==> config.mk <==
export PLATFORM = sky130hd
export DESIGN_NAME = load_store_unit
export DESIGN_NICKNAME = d
export VERILOG_FILES = /design/src/rtl/load_store_unit_pkg.sv /design/src/rtl/lsu_req_buffer.sv /design/src/rtl/load_store_unit.sv
export SDC_FILE = /design/constraint.sdc
export NUM_CORES = 1
export LEC_CHECK = 0
export CAP_MARGIN = 10
export CORE_MARGIN = 2
export CORE_UTILIZATION = 42
export CTS_CLUSTER_SIZE = 30
export DETAILED_ROUTE_END_ITERATION = 6
export PLACE_DENSITY = 0.82
export SETUP_SLACK_MARGIN = 0.5
export SLEW_MARGIN = 20
export SYNTH_ARGS = -nofsm -noshare
export SYNTH_HDL_FRONTEND = slang
export SYNTH_SLANG_ARGS = --single-unit
==> constraint.sdc <==
create_clock -name clk -period 2.45 [get_ports clk]
set_clock_uncertainty 0.15 [all_clocks]
set_input_delay 0.735 -clock clk [delete_from_list [all_inputs] [get_ports clk]]
set_output_delay 0.735 -clock clk [all_outputs]
set_load 0.01 [all_outputs]
==> src/rtl/load_store_unit_pkg.sv <==
// Shared definitions for the load/store unit: FSM states, command/width/tag
// encodings and the byte-lane selection helper.
package load_store_unit_pkg;

  typedef enum logic [1:0] {
    ST_IDLE = 2'd0,
    ST_LO   = 2'd1,
    ST_HI   = 2'd2
  } lsu_state_e;

  localparam logic LSU_CMD_LOAD  = 1'b0;
  localparam logic LSU_CMD_STORE = 1'b1;
  localparam logic LSU_W_BYTE    = 1'b0;
  localparam logic LSU_W_WORD    = 1'b1;
  localparam logic LSU_TAG_RSA   = 1'b0;
  localparam logic LSU_TAG_RSB   = 1'b1;

  function automatic logic [7:0] lsu_pick_byte(input logic [15:0] data, input logic hi_half);
    return hi_half ? data[15:8] : data[7:0];
  endfunction

endpackage

==> src/rtl/lsu_req_buffer.sv <==
// One-entry skid register holding a request accepted while the unit is busy.
// Push and pop never coincide: the top only accepts while the entry is empty.
module lsu_req_buffer
  import load_store_unit_pkg::*;
#(
  parameter int ADDR_W = 16
) (
  input  logic              clk,
  input  logic              a_rst,
  input  logic              i_push,
  input  logic              i_pop,
  input  logic              i_cmd,
  input  logic              i_width,
  input  logic              i_tag,
  input  logic [ADDR_W-1:0] i_adr,
  input  logic [15:0]       i_data,
  output logic              o_valid,
  output logic              o_cmd,
  output logic              o_width,
  output logic              o_tag,
  output logic [ADDR_W-1:0] o_adr,
  output logic [15:0]       o_data
);

  always_ff @(posedge clk) begin
    if (a_rst) begin
      o_valid <= 1'b0;
      o_cmd   <= LSU_CMD_LOAD;
      o_width <= LSU_W_BYTE;
      o_tag   <= LSU_TAG_RSA;
      o_adr   <= '0;
      o_data  <= '0;
    end else if (i_push) begin
      o_valid <= 1'b1;
      o_cmd   <= i_cmd;
      o_width <= i_width;
      o_tag   <= i_tag;
      o_adr   <= i_adr;
      o_data  <= i_data;
    end else if (i_pop) begin
      o_valid <= 1'b0;
    end
  end

endmodule

==> src/rtl/load_store_unit.sv <==
// Load/store unit: runs byte/word requests as one or two 8-bit bus beats and
// returns tagged load data. Define LSU_REQ_BUF_EN for the one-entry request buffer.
module load_store_unit
  import load_store_unit_pkg::*;
#(
  parameter int ADDR_W     = 16,
  parameter bit BIG_ENDIAN = 1'b0
) (
  input  logic              clk,
  input  logic              a_rst,
  input  logic              lsu_rq_start,
  input  logic              lsu_rq_cmd,
  input  logic              lsu_rq_width,
  input  logic              lsu_rq_tag,
  input  logic [ADDR_W-1:0] agu_adr,
  input  logic [15:0]       st_data,
  output logic              lsu_wait,
  output logic [15:0]       lsu_data_in,
  output logic              lsu_data_tag,
  output logic              lsu_data_wb,
  output logic              mem_req,
  output logic              mem_we,
  output logic [ADDR_W-1:0] mem_adr,
  output logic [7:0]        mem_dout,
  input  logic [7:0]        mem_din,
  input  logic              mem_rdy
);

  lsu_state_e        r_state, w_state_nxt;
  logic              r_cmd, r_width, r_tag;
  logic [ADDR_W-1:0] r_adr;
  logic [15:0]       r_data;
  logic [7:0]        r_lo_byte;
  logic              r_wb, r_data_tag;
  logic [15:0]       r_data_in, w_ld_data;
  logic              w_beat_done, w_last, w_free, w_accept, w_start_new;
  logic              w_nxt_cmd, w_nxt_width, w_nxt_tag;
  logic [ADDR_W-1:0] w_nxt_adr;
  logic [15:0]       w_nxt_data;

  assign w_beat_done = mem_req & mem_rdy;
  assign w_last      = w_beat_done & ((r_state == ST_HI) | (r_width == LSU_W_BYTE));
  assign w_free      = (r_state == ST_IDLE) | w_last;

`ifdef LSU_REQ_BUF_EN
  logic              w_buf_valid, w_buf_cmd, w_buf_width, w_buf_tag;
  logic [ADDR_W-1:0] w_buf_adr;
  logic [15:0]       w_buf_data;

  // A buffered request always has priority; a fresh one bypasses the buffer
  // only when the FSM can take it at this very edge.
  assign lsu_wait    = w_buf_valid;
  assign w_accept    = lsu_rq_start & ~w_buf_valid;
  assign w_start_new = w_free & (w_buf_valid | w_accept);
  assign w_nxt_cmd   = w_buf_valid ? w_buf_cmd   : lsu_rq_cmd;
  assign w_nxt_width = w_buf_valid ? w_buf_width : lsu_rq_width;
  assign w_nxt_tag   = w_buf_valid ? w_buf_tag   : lsu_rq_tag;
  assign w_nxt_adr   = w_buf_valid ? w_buf_adr   : agu_adr;
  assign w_nxt_data  = w_buf_valid ? w_buf_data  : st_data;

  lsu_req_buffer #(.ADDR_W(ADDR_W)) u_req_buffer (
    .clk    (clk),
    .a_rst  (a_rst),
    .i_push (w_accept & ~w_free),
    .i_pop  (w_free & w_buf_valid),
    .i_cmd  (lsu_rq_cmd),
    .i_width(lsu_rq_width),
    .i_tag  (lsu_rq_tag),
    .i_adr  (agu_adr),
    .i_data (st_data),
    .o_valid(w_buf_valid),
    .o_cmd  (w_buf_cmd),
    .o_width(w_buf_width),
    .o_tag  (w_buf_tag),
    .o_adr  (w_buf_adr),
    .o_data (w_buf_data)
  );
`else
  assign lsu_wait    = (r_state != ST_IDLE);
  assign w_accept    = lsu_rq_start & ~lsu_wait;
  assign w_start_new = w_free & w_accept;
  assign w_nxt_cmd   = lsu_rq_cmd;
  assign w_nxt_width = lsu_rq_width;
  assign w_nxt_tag   = lsu_rq_tag;
  assign w_nxt_adr   = agu_adr;
  assign w_nxt_data  = st_data;
`endif

  // NOTE: every signal assigned in an always_comb gets a default first so no
  // path through the case leaves it unassigned and infers a latch.
  always_comb begin
    w_state_nxt = r_state;
    case (r_state)
      ST_IDLE: if (w_start_new) w_state_nxt = ST_LO;
      ST_LO:   if (w_beat_done) begin
                 if (r_width == LSU_W_WORD) w_state_nxt = ST_HI;
                 else                       w_state_nxt = w_start_new ? ST_LO : ST_IDLE;
               end
      ST_HI:   if (w_beat_done) w_state_nxt = w_start_new ? ST_LO : ST_IDLE;
      default: w_state_nxt = ST_IDLE;
    endcase
  end

  always_comb begin
    mem_req  = 1'b0;
    mem_we   = 1'b0;
    mem_adr  = '0;
    mem_dout = '0;
    case (r_state)
      ST_LO: begin
        mem_req  = 1'b1;
        mem_we   = (r_cmd == LSU_CMD_STORE);
        mem_adr  = r_adr;
        mem_dout = lsu_pick_byte(r_data, BIG_ENDIAN && (r_width == LSU_W_WORD));
      end
      ST_HI: begin
        mem_req  = 1'b1;
        mem_we   = (r_cmd == LSU_CMD_STORE);
        mem_adr  = r_adr + ADDR_W'(1);
        mem_dout = lsu_pick_byte(r_data, !BIG_ENDIAN);
      end
      default: ;
    endcase
  end

  // The LO beat's byte was captured earlier; the HI byte arrives on mem_din now.
  always_comb begin
    w_ld_data = {8'h00, mem_din};
    if (r_width == LSU_W_WORD)
      w_ld_data = BIG_ENDIAN ? {r_lo_byte, mem_din} : {mem_din, r_lo_byte};
  end

  // NOTE: state registers use non-blocking assignments so every flop samples
  // the pre-edge values regardless of statement order.
  always_ff @(posedge clk) begin
    if (a_rst) begin
      r_state    <= ST_IDLE;
      r_cmd      <= LSU_CMD_LOAD;
      r_width    <= LSU_W_BYTE;
      r_tag      <= LSU_TAG_RSA;
      r_adr      <= '0;
      r_data     <= '0;
      r_lo_byte  <= '0;
      r_wb       <= 1'b0;
      r_data_in  <= '0;
      r_data_tag <= LSU_TAG_RSA;
    end else begin
      r_state <= w_state_nxt;
      if (w_start_new) begin
        r_cmd   <= w_nxt_cmd;
        r_width <= w_nxt_width;
        r_tag   <= w_nxt_tag;
        r_adr   <= w_nxt_adr;
        r_data  <= w_nxt_data;
      end
      if ((r_state == ST_LO) && w_beat_done) r_lo_byte <= mem_din;
      r_wb <= w_last && (r_cmd == LSU_CMD_LOAD);
      if (w_last && (r_cmd == LSU_CMD_LOAD)) begin
        r_data_in  <= w_ld_data;
        r_data_tag <= r_tag;
      end
    end
  end

  assign lsu_data_in  = r_data_in;
  assign lsu_data_tag = r_data_tag;
  assign lsu_data_wb  = r_wb;

endmodule
# After elaboration in Yosys (flattened, before gate mapping)
# Cells that the tools add are included.
# Widths: inputs -> output; s select.
[word_totals]
elab_cells = 42
inputBits = 47
output_inout_bits = 45
regBits = 63
[op_classes]
mux = 11
eq_ne = 5
reduce_logical = 6
bitwise_logic = 9
addsub = 1
[ops]
columns = ["operator", "count"]
rows = [
  ["$pmux 16 s2", 1],
  ["$add 16x1->16 const B", 1],
  ["$mux 16", 1],
  ["$pmux 8 s2", 1],
  ["$mux 2", 4],
  ["$ne 2x2->1 const B", 3],
  ["$pmux 2 s3", 1],
  ["$and 1x1->1", 4],
  ["$mux 1", 3],
  ["$not 1->1", 3],
  ["$reduce_and 3->1", 1],
  ["$eq 2x1->1 const B", 1],
  ["$eq 2x2->1 const B", 1],
  ["$logic_and 1x1->1", 2],
  ["$logic_not 2->1", 1],
  ["$or 1x1->1", 2],
  ["$reduce_bool 2->1", 1],
  ["$reduce_or 2->1", 1],
]

# Depth between registers and ports, before layout
[logic_depth]
depth_word = 11
mapped_depth = 8
mapped_depth_nobuf = 6

# Least setup slack after synthesis
# Ideal clock, no wire load.
[synth_path]
path_type = "register to output"
from = "register r_state[0]"
to = "output mem_adr[13]"
t_arrival_ns = 1.664
path_buffers = 0
setup_slack_ns = -0.099
path_stages_with_launch = 6
t_required_ns = 1.565
cell_sequence = "dfxtp_1 inv_1 ha_1 nand2_1 or4_1 nand3_1"
[synth_between]
elab_chain_len = 2
word_cells_on_any_way = 3
cone_classes = "2 x eq/ne; 1 x mux"
[synth_rtl]
columns = ["item", "line", "text"]
rows = [
  ["start: declaration", "load_store_unit.sv:29", "lsu_state_e r_state, w_state_nxt;"],
  ["start signal: assignment", "load_store_unit.sv:148", "r_state <= w_state_nxt;"],
  ["$eq 2x2->1 / $eq 2x1->1 (equally long branches)", "load_store_unit.sv:109", "case (r_state)"],
  ["$pmux 16 s2 (*)", "load_store_unit.sv:109", ""],
  ["end: declaration", "load_store_unit.sv:23", "output logic [ADDR_W-1:0] mem_adr,"],
]
# Mark *: on every way between the ends. The rest lies on a longest branch, timed or not.

# Final worst setup path
[layout_path]
from = "register r_state[0]"
to = "output mem_adr[8]"
# The elaborated chain is that of the path after synthesis.

==> results.md <==
* Status: complete, but fails checks
* Failing checks: negative setup slack
* Clk root buf: clkbuf_8
* Critical path capture point type: primary output
* Final hold violation count at 0
* Worst path required time at 1560 ps
* GRT overflow at 0
* Clock power frac at 29.0%
* Critical Path Start Type: flop
* H-tree Lvls at 3
* Layout Utilization at 75.97%
* Starting DRC count in detailed routing at 195
* Cell variety after synth at 41
* Total CTS buffers at 9
* Vias in the first global route at 3373
* Crit share post-route at 113.2%
* Post-synth top area share at 41.67%
* Start point of the critical path: r_state[0]
* Slew @ Worst Pin at 444.2 ps
* Pint at 2.061 mW
* Number of port buffers at 91
* Final HPWL DP at 6560 µm
* Final GP Congestion at 0.8694
* Post-synth EDFFs at 0
* CTS tree: done
* Worst Min Path Start: r_lo_byte[4]
* Clock Tree Buf Depth at 2
* Sw Share at 31.34%
* Setup violators final at 25
* Clk Latency, worst-skew pair at 340 ps
* Die width at 88.89 µm
* Comb power frac at 32.1%
* Nets at 590
* CTS Sinks at 63
* Synth Instances at 395
* Post-Syn Area per Cell at 7.662 µm²
* Ys async rst share at 0%
* Share of layout cells above drive strength 1 at 40.30%
* Post-synthesis register bit count at 63
* Hold Crit Class: flop to flop
* MaxCap Viol Count at 0
* Switching power at 0.9406 mW
* Yosys top cell by area: dfxtp_1
* Reg-to-Reg Start: r_state[0]
* Slew headroom at 70.38%
* Critical path peak fanout at 5
* Post-Syn Nets at 448
* Largest net degree at the start of global routing at 36
* F_max at 360.6 MHz
* Antenna Nets Post-Route at 0
* Setup ws final at -322.8 ps
* Ys flop type: dfxtp_1
* Worst-path clk slew at 70 ps
* Count of pins over their slew limit at 0
* Crit path largest cell delay at 360 ps
* # DRC at 0
* Boundary Pins at 92
* Core Rows at 30
* Post-synthesis sequential area ratio at 41.67%
* Ant. Diodes at 0
* Netlist Area Pre-Place at 0.003027 mm²
* RSZ-0062 raised after global routing: yes
* Worst-path cell chain: inv_4, ha_4, nand2_4, nor3_4, buf_4, nand3b_1, nand2_1, buf_2
* WP data arrival at 1890 ps
* WS Path Type: flop to primary output
* Post-route total power at 3.001 mW
* Top area cells in the synthesized netlist: dfxtp_1, nand2_1, a21oi_1
* Drt wl/cell at 16.79 µm
* Post-DR vias/cell at 5.513
* Pwr per Cell Area at 575.1 mW/mm²
* First-pass GRT wire length at 15940 µm
* Initial antenna violation count at 0
* Starting density of the core at 44.06%
* Initial DRT Pass Iterations at 4
* DIE HEIGHT at 88.89 µm
* Critical-path top delay cell: dfxtp_4
* DR vias at 3512
* GRT Overall Usage at 25.92%
* Peak supply drop at 0.3993 mV
* Ys Warns at 0
* P&R area growth vs syn at 72.43%
* # hold bufs at CTS at 0
* Final wirelength at 10700 µm
* Seq pwr share at 38.9%
* LEAKAGE at 2.035 nW
* DIE AREA at 0.007901 mm²
* Tmin final at 2773 ps
* Core area at 0.006869 mm²
-- critical path, delay by kind of cell, from the launching register on --
kind / cells / cell delay [ps]
AND/OR/NAND/NOR: 4 / 520
flip-flops: 1 / 360
buffers and inverters: 3 / 330
adder cells (fa/ha/maj): 1 / 330
-- registers in the layout (all words and copies together) (netlist names) --
| signal | flops |
|---|---|
| r_width | 1 |
| lsu_data_wb | 1 |
| r_adr | 16 |
| lsu_data_tag | 1 |
| lsu_data_in | 16 |
| r_lo_byte | 8 |
| r_state | 2 |
| r_data | 16 |
| r_cmd | 1 |
| r_tag | 1 |
-- path summary, 6_finish.rpt --
path / endpoint / slack, ps / cells after the start
worst min-delay path: r_lo_byte[4] / 310 / 2
worst max-delay path: mem_adr[8] / -320 / 8
worst min register to register: r_lo_byte[4] / 310 / 2
worst max register to register: r_state[1] / 350 / 9
-- metrics by stage --
step           worst slack [ps]  area, µm²  TNS [ps]  instances  hold slack, ps
3_5_place_dp             -249.4       4563     -3834        603           296.0
6_report                 -322.8       5219     -5481        637           310.3
5_1_grt                  -369.5       5219     -6367        637           333.3
2_1_floorplan             217.4       3317         0        395           282.1
3_3_place_gp             -214.6       4563     -3129        603           290.0
4_1_cts                  -253.0       4903     -3750        630           305.3
-- power groups by stage --
stage | Sequential, mW | Combinational (mW) | Clock [mW]
floorplan | 1.19 | 0.396 | 0
global placement | 1.18 | 0.739 | 0
detailed placement | 1.18 | 0.754 | 0
CTS | 1.16 | 0.842 | 0.877
global route | 1.17 | 1.03 | 0.927
finish | 1.17 | 0.963 | 0.871
-- layer usage --
metal	wire, µm	up-vias	global-route usage (%)
met2	5753	127	45.45
met4	197	0	9.504
li1	-	1658	-
met5	0	-	0
met1	4151	1707	30.52
met3	595	20	6.648
-- Yosys cell counts (2+ instances only) --
master / instances
nand2_1: 97
dfxtp_1: 63
a21oi_1: 62
nand3_1: 23
clkbuf_1: 21
nor2_1: 20
o21ai_0: 12
a22oi_1: 9
mux2i_1: 8
a211oi_1: 6
ha_1: 6
a31oi_1: 5
buf_2: 5
inv_1: 5
a41oi_1: 4
and2_1: 4
buf_4: 4
a211oi_2: 3
and3_1: 3
and4_1: 3
nor2b_1: 3
nor3_1: 3
a31o_1: 2
buf_6: 2
nand2_2: 2
nand2b_1: 2
nand3b_1: 2
nand4_1: 2
or4_1: 2
-- kinds of logic (layout without fill, tap and decap cells) --
logic type / Yosys count / count (layout) / synth area share [%]
AO/OA/AOI/OAI: 110 / 110 / 21.74
AND/OR/NAND/NOR: 170 / 170 / 25.30
buffers and inverters: 37 / 183 / 5.788
multiplexers: 9 / 9 / 3.018
adder cells (fa/ha/maj): 6 / 6 / 2.480
flip-flops: 63 / 63 / 41.67
-- cell usage in the layout (no fill, tap or decap), drive strengths merged, types with 5 or more instances in the layout --
cell type and instances:
dlygate4sd2 19, mux2i 8, nand3 23, nand2 99, nor2 20, dfxtp 63, a22oi 9, ha 6
clkbuf 12, o21ai 13, a211oi 9, a21oi 62, a31oi 5, clkdlybuf4s50 44, buf 99
-- final cells by class --
class | count | area, µm²
Tap cell | 96 | 120.1
Fill cell | 450 | 1650
Sequential cell | 63 | 1280
Clock inverter | 3 | 15.01
Clock buffer | 12 | 176.4
Inverter | 5 | 30.03
Timing Repair Buffer | 163 | 1519
Multi-Input combinational cell | 295 | 2078
-- repair_timing --
item,CTS,global route
endpoints found under the setup margin,55,37
buffers inserted,11,7
resized for setup,175,57
pin swaps,12,37
gates cloned,1,0
Note: power is estimated with default switching activity, not from simulation.
==> variant 1, RTL diff (same settings) <==
Build with the macro `LSU_REQ_BUF_EN` defined.
--- a/src/rtl/load_store_unit.sv
+++ b/src/rtl/load_store_unit.sv
@@ -1,5 +1,7 @@
 // Load/store unit: runs byte/word requests as one or two 8-bit bus beats and
 // returns tagged load data. Define LSU_REQ_BUF_EN for the one-entry request buffer.
+`define LSU_REQ_BUF_EN
+
 module load_store_unit
   import load_store_unit_pkg::*;
 #(
Check against the original RTL: not equivalent (a bounded check fails within 4 cycles, from zero or initial values and one cycle with a_rst high).
==> variant 1 against the original RTL <==
The flow finishes with violations (design-rule violations, negative setup slack); combinational power rose to 2.6 times the old value; register-to-register slack worse by 470 ps; synthesized area up 65%; cell count up 33%; routed wire length up 67%; worst setup slack worse by 46 ps; die area up 62%; count of clock-buffer cells in the layout down 3; worst hold slack worse by 0.64 ps; sequential cell count up 36; sequential power up 70%; final area up 52%; power up 100%; critical path type unchanged.
==> variant 1: results (changes against the original RTL) <==
| Metric | Value |
|---|---|
| Share of layout cells above drive strength 1 | `0.445 (+0.0416)` |
| Worst setup margin | `-368 ps (-45.6 ps)` |
| WL per Instance | `21.1 um (+26%)` |
| CP max stage delay | `370 ps` |
| Most used flip-flop cell after synthesis | `dfxtp_1` |
| Post-CTS Resized | `213 (+22%)` |
| TritonCTS Buffers | `9 (unchanged)` |
| Asr flop ratio synth | `0 (unchanged)` |
| CTS Buffer Depth | `2 (unchanged)` |
| CTS clk-pin slew, worst paths | `80 ps` |
| Crit-path slowest cell | `dfxtp_2` |
| Root buffer cell | `clkbuf_16` |
| Pre-CTS setup slack | `-335 ps (-85.8 ps)` |
| Peak VDD IR | `0.618 mV (+55%)` |
| Leakage | `0.00299 uW (+47%)` |
| Max-slew headroom | `0.730 (+0.0264)` |
| Placed cells | `778 (+29%)` |
| Largest net degree at the start of global routing | `35 (-2.8%)` |
| Post-CTS Setup Repair Bufs | `31 (+20)` |
| Initial antenna violation count | `0 (unchanged)` |
| Gp weighted congestion | `0.866 (-0.35%)` |
| Endpoints failing setup | `56 (+120%)` |
| Residual DRC | `5 (+5)` |
| Number of port buffers | `91 (unchanged)` |
| Global-route total usage across every layer | `0.263 (+0.00424)` |
| CP Max Fanout | `5 (unchanged)` |
| Clock latency on the worst-skew pair | `370 ps (+30 ps)` |
| Status | `finished, violations left` |
| CP Data Arrival Time | `1930 ps (+40 ps)` |
| HPWL Detailed | `9.67 mm (+47%)` |
| CP top delay family | `simple AND/OR/NAND/NOR gates` |
| Synth Warn # | `0 (unchanged)` |
| Top cells by area, synth | `dfxtp_1 (40%), mux2i_1 (16%), a211oi_2 (7.5%)` |
| Commonest cells post-synth | `dfxtp_1 (99), mux2i_1 (79), a21oi_1 (61)` |
| Failing checks | `design-rule violations, negative setup slack` |
| Unique cell type count in the Yosys netlist | `46 (+12%)` |
| Syn nets | `588 (+31%)` |
| Drt pass-1 iters | `7 (+3)` |
| H-tree lvl count | `3 (unchanged)` |
| Syn_area_per_cell | `9.31 um^2 (+21%)` |
| Min-delay worst type | `reg -> reg` |
| Register area share after synthesis | `0.397 (-0.0194)` |
| DR iter-0 viols | `367 (+88%)` |
| Via count | `4967 (+41%)` |
| First-pass GRT wire length | `26.5 mm (+66%)` |
| Final Instance Count excl. Fillers | `847 (+33%)` |
| Diodes inserted | `0 (unchanged)` |
| Final Net Count | `751 (+27%)` |
## variant 1: changes by cell type after synthesis, sizes merged, moves of 14 or more
| cell | before | now |
|---|---|---|
| nor2 | 20 | 49 |
| dfxtp | 63 | 99 |
| buf | 11 | 25 |
| a211oi | 9 | 44 |
| mux2i | 8 | 79 |
| nand2 | 99 | 36 |
## variant 1: routing by layer
layer  vias to the layer above  track usage  share of wire
met2                       208        0.455           0.50
met4                         0        0.104          0.048
met5                         -            0              0
met1                      2427        0.305           0.38
met3                        61       0.0819          0.069
li1                       2271            -              -
## variant 1: cells by family (layout without fill, tap and decap cells)
family / after synthesis / after routing / share of synthesized area
adders and majority gates: 5 / 5 / 0.0125
muxes: 80 / 80 / 0.161
DFF: 99 / 99 / 0.397
and+or+nand+nor: 154 / 155 / 0.150
buffers and inverters: 58 / 225 / 0.0667
AOI/OAI and AO/OA: 140 / 140 / 0.212
## variant 1: metrics by stage
step                TNS [ps]  area [um^2]
global placement      -12940         6460
global route           -9520         7960
CTS                    -3700         7530
floorplan                  0         5290
detailed placement    -16030         6460
finish                 -6120         7960
## variant 1: power by group
group	switching, uW	internal, uW	total, uW
sequential	166	1820	1990
clock	725	926	1650
combinational	1210	1290	2500
## variant 1: area by class of cell
cell class                 instances  area [um^2]
clock buffer                       9          225
clock inverter                     7          116
fill                             773         3560
inverter                           6         22.5
multi-input combinational        380         3310
sequential                        99         2010
tap                              143          179
timing repair buffer             203         2100
## variant 1: final timing paths
| check | to | start | slack, ps | cells after the start |
|---|---|---|---|---|
| min reg2reg | r_lo_byte[3] | r_lo_byte[3] | 310 | 2 |
| max reg2reg | u_req_buffer.o_data[3] | r_state[1] | -120 | 12 |
| max | mem_adr[14] | r_adr[5] | -370 | 6 |
| min | r_lo_byte[3] | r_lo_byte[3] | 310 | 2 |
==> variant 2, RTL diff (same settings) <==
Made on the original files. Re-encode `lsu_state_e` (3 states) as one-hot, 3 bits wide.
--- a/src/rtl/load_store_unit_pkg.sv
+++ b/src/rtl/load_store_unit_pkg.sv
@@ -2,10 +2,10 @@
 // encodings and the byte-lane selection helper.
 package load_store_unit_pkg;
 
-  typedef enum logic [1:0] {
-    ST_IDLE = 2'd0,
-    ST_LO   = 2'd1,
-    ST_HI   = 2'd2
+  typedef enum logic [2:0] {
+    ST_IDLE = 3'b001,
+    ST_LO   = 3'b010,
+    ST_HI   = 3'b100
   } lsu_state_e;
 
   localparam logic LSU_CMD_LOAD  = 1'b0;
Function: no difference found for any inputs over 10 cycles, from zero or initial values and one cycle with a_rst high; not proved beyond that.
==> variant 2 against the original RTL <==
Global-route usage increased by 1.3 points; worst hold slack got worse by 2.5 ps; synthesized area increased by 0.54%; largest power group unchanged; first-iteration DRC count decreased by 4.6%; critical path type unchanged; critical endpoint is now mem_adr[14]; routed wire length up 8.9%; final area rose by 5.9%; worst setup slack improved by 62 ps; clock power rose by 18%; sequential cell count increased by 1; power is 2.3% lower; the run still ends with negative setup slack left.
==> variant 2: results (changes against the original RTL) <==
| Metric | Value |
|---|---|
| Seq_cells | `64 (+1.6%)` |
| Gp weighted congestion | `0.976 (+12%)` |
| Worst setup margin | `-261 ps (+61.8 ps)` |
| CP max stage delay | `420 ps (+60 ps)` |
| Register area share after synthesis | `0.421 (+0.00435)` |
| Endpoints failing setup | `26 (+4.0%)` |
| Met1 usage in global routing | `0.322 (+0.0171)` |
| Dpl cell area | `4480 um^2 (-1.9%)` |
| Max-slew headroom | `0.732 (+0.0282)` |
| Final-layout fill cell count | `437 (-2.9%)` |
| HPWL Detailed | `6.24 mm (-4.9%)` |
| Met2 WL | `6.17 mm (+7.2%)` |
| Vias in the first global route | `3389 (+0.47%)` |
| Final Instance Count excl. Fillers | `640 (+0.47%)` |
| First-pass GRT wire length | `16.5 mm (+3.8%)` |
| Post-synthesis xor/xnor area fraction | `0.00576 (+0.00576)` |
| Mapped Cells | `375 (-5.1%)` |
| Drt pass-1 iters | `5 (+1)` |
| Met2 Use GR | `0.487 (+0.0323)` |
| Met3 wire length | `542 um (-8.9%)` |
| Synth Area in Adders | `0.00411 (-0.0207)` |
| Clock Buffer Count | `11 (-1)` |
| Leakage | `0.00222 uW (+9.0%)` |
| Sequential cell area share | `0.236 (-0.00969)` |
| Share of layout cells above drive strength 1 | `0.416 (+0.0129)` |
| Multi-input logic area | `2120 um^2 (+2.0%)` |
| CP Data Arrival Time | `1830 ps (-60 ps)` |
| Peak VDD IR | `0.378 mV (-5.3%)` |
| Non-clock buffer share | `0.316 (+0.0253)` |
| Invs w/o clock | `3 (-2)` |
| CP Max Fanout | `7 (+2)` |
| M1 wire length | `4.62 mm (+11%)` |
| Commonest cells post-synth | `nand2_1 (80), dfxtp_1 (64), a21oi_1 (48)` |
| Global-route total usage across every layer | `0.272 (+0.0126)` |
| Hold Path Origin | `r_data[14]` |
| Unique cell type count in the Yosys netlist | `45 (+9.8%)` |
| Crit-path slowest cell | `or3b_4` |
| Failing checks | `negative setup slack` |
| Final Net Count | `584 (-1.0%)` |
| Top cells by area, synth | `dfxtp_1 (42%), nand2_1 (9.9%), a21oi_1 (7.9%)` |
| Nonclk buf count | `180 (+10%)` |
| Met3 usage | `0.0471 (-0.0194)` |
| DR iter-0 viols | `186 (-4.6%)` |
| #MultiIn Comb | `278 (-5.8%)` |
| Status | `finished, violations left` |
| Syn nets | `423 (-5.6%)` |
variant 2: cell count changes after synthesis, moves of 6 or more:
cell      change
a211oi_1      -6
a21oi_1      -14
a22o_1       +10
a22oi_1       -9
mux2i_1       +9
nand2_1      -17
nand2b_1     +11
nand3_1      -11
variant 2: worst paths after layout:
path                                  endpoint  slack [ps]  cells past startpoint
worst max-delay path               mem_adr[14]        -260                      5
worst min-delay path                r_data[14]         310                      2
worst max register to register  lsu_data_in[8]         250                     10
worst min register to register      r_data[14]         310                      2
variant 2: worst max-delay path: cells and delay by family, from the launching register on:
family	cells	cell delay, ps
AO/OA/AOI/OAI	2	410
buffers and inverters	2	320
flip-flops	1	350
AND/OR/NAND/NOR	1	420
variant 2: power by group:
| part | switching [uW] | total, uW | leakage [uW] | internal, uW |
|---|---|---|---|---|
| Clock | 427 | 1030 | 0.000106 | 600 |
| Sequential | 61.2 | 1170 | 0.000527 | 1110 |
| Combinational | 365 | 733 | 0.00159 | 368 |
| Total | 853 | 2930 | 0.00222 | 2080 |
variant 2: what timing repair did:
action	4_1_cts	5_1_grt
pin swaps	43	20
cloned	7	1
buffers inserted	25	8
resized for setup	223	38
endpoints found under the setup margin	65	73
variant 2: stage by stage:
step,setup slack (ps),hold WS (ps),util
2_1_floorplan,197,286,-
3_3_place_gp,-257,292,0.627
3_5_place_dp,-286,296,0.627
4_1_cts,-218,307,0.741
5_1_grt,-323,322,0.775
6_report,-261,308,0.775
variant 2: logic make-up after synthesis:
| logic type | Yosys count |
|---|---|
| multiplexers | 17 |
| flip-flops | 64 |
| XOR/XNOR | 2 |
| buffers and inverters | 33 |
| adder cells (fa/ha/maj) | 1 |
| AND/OR/NAND/NOR | 155 |
| AO/OA/AOI/OAI | 103 |
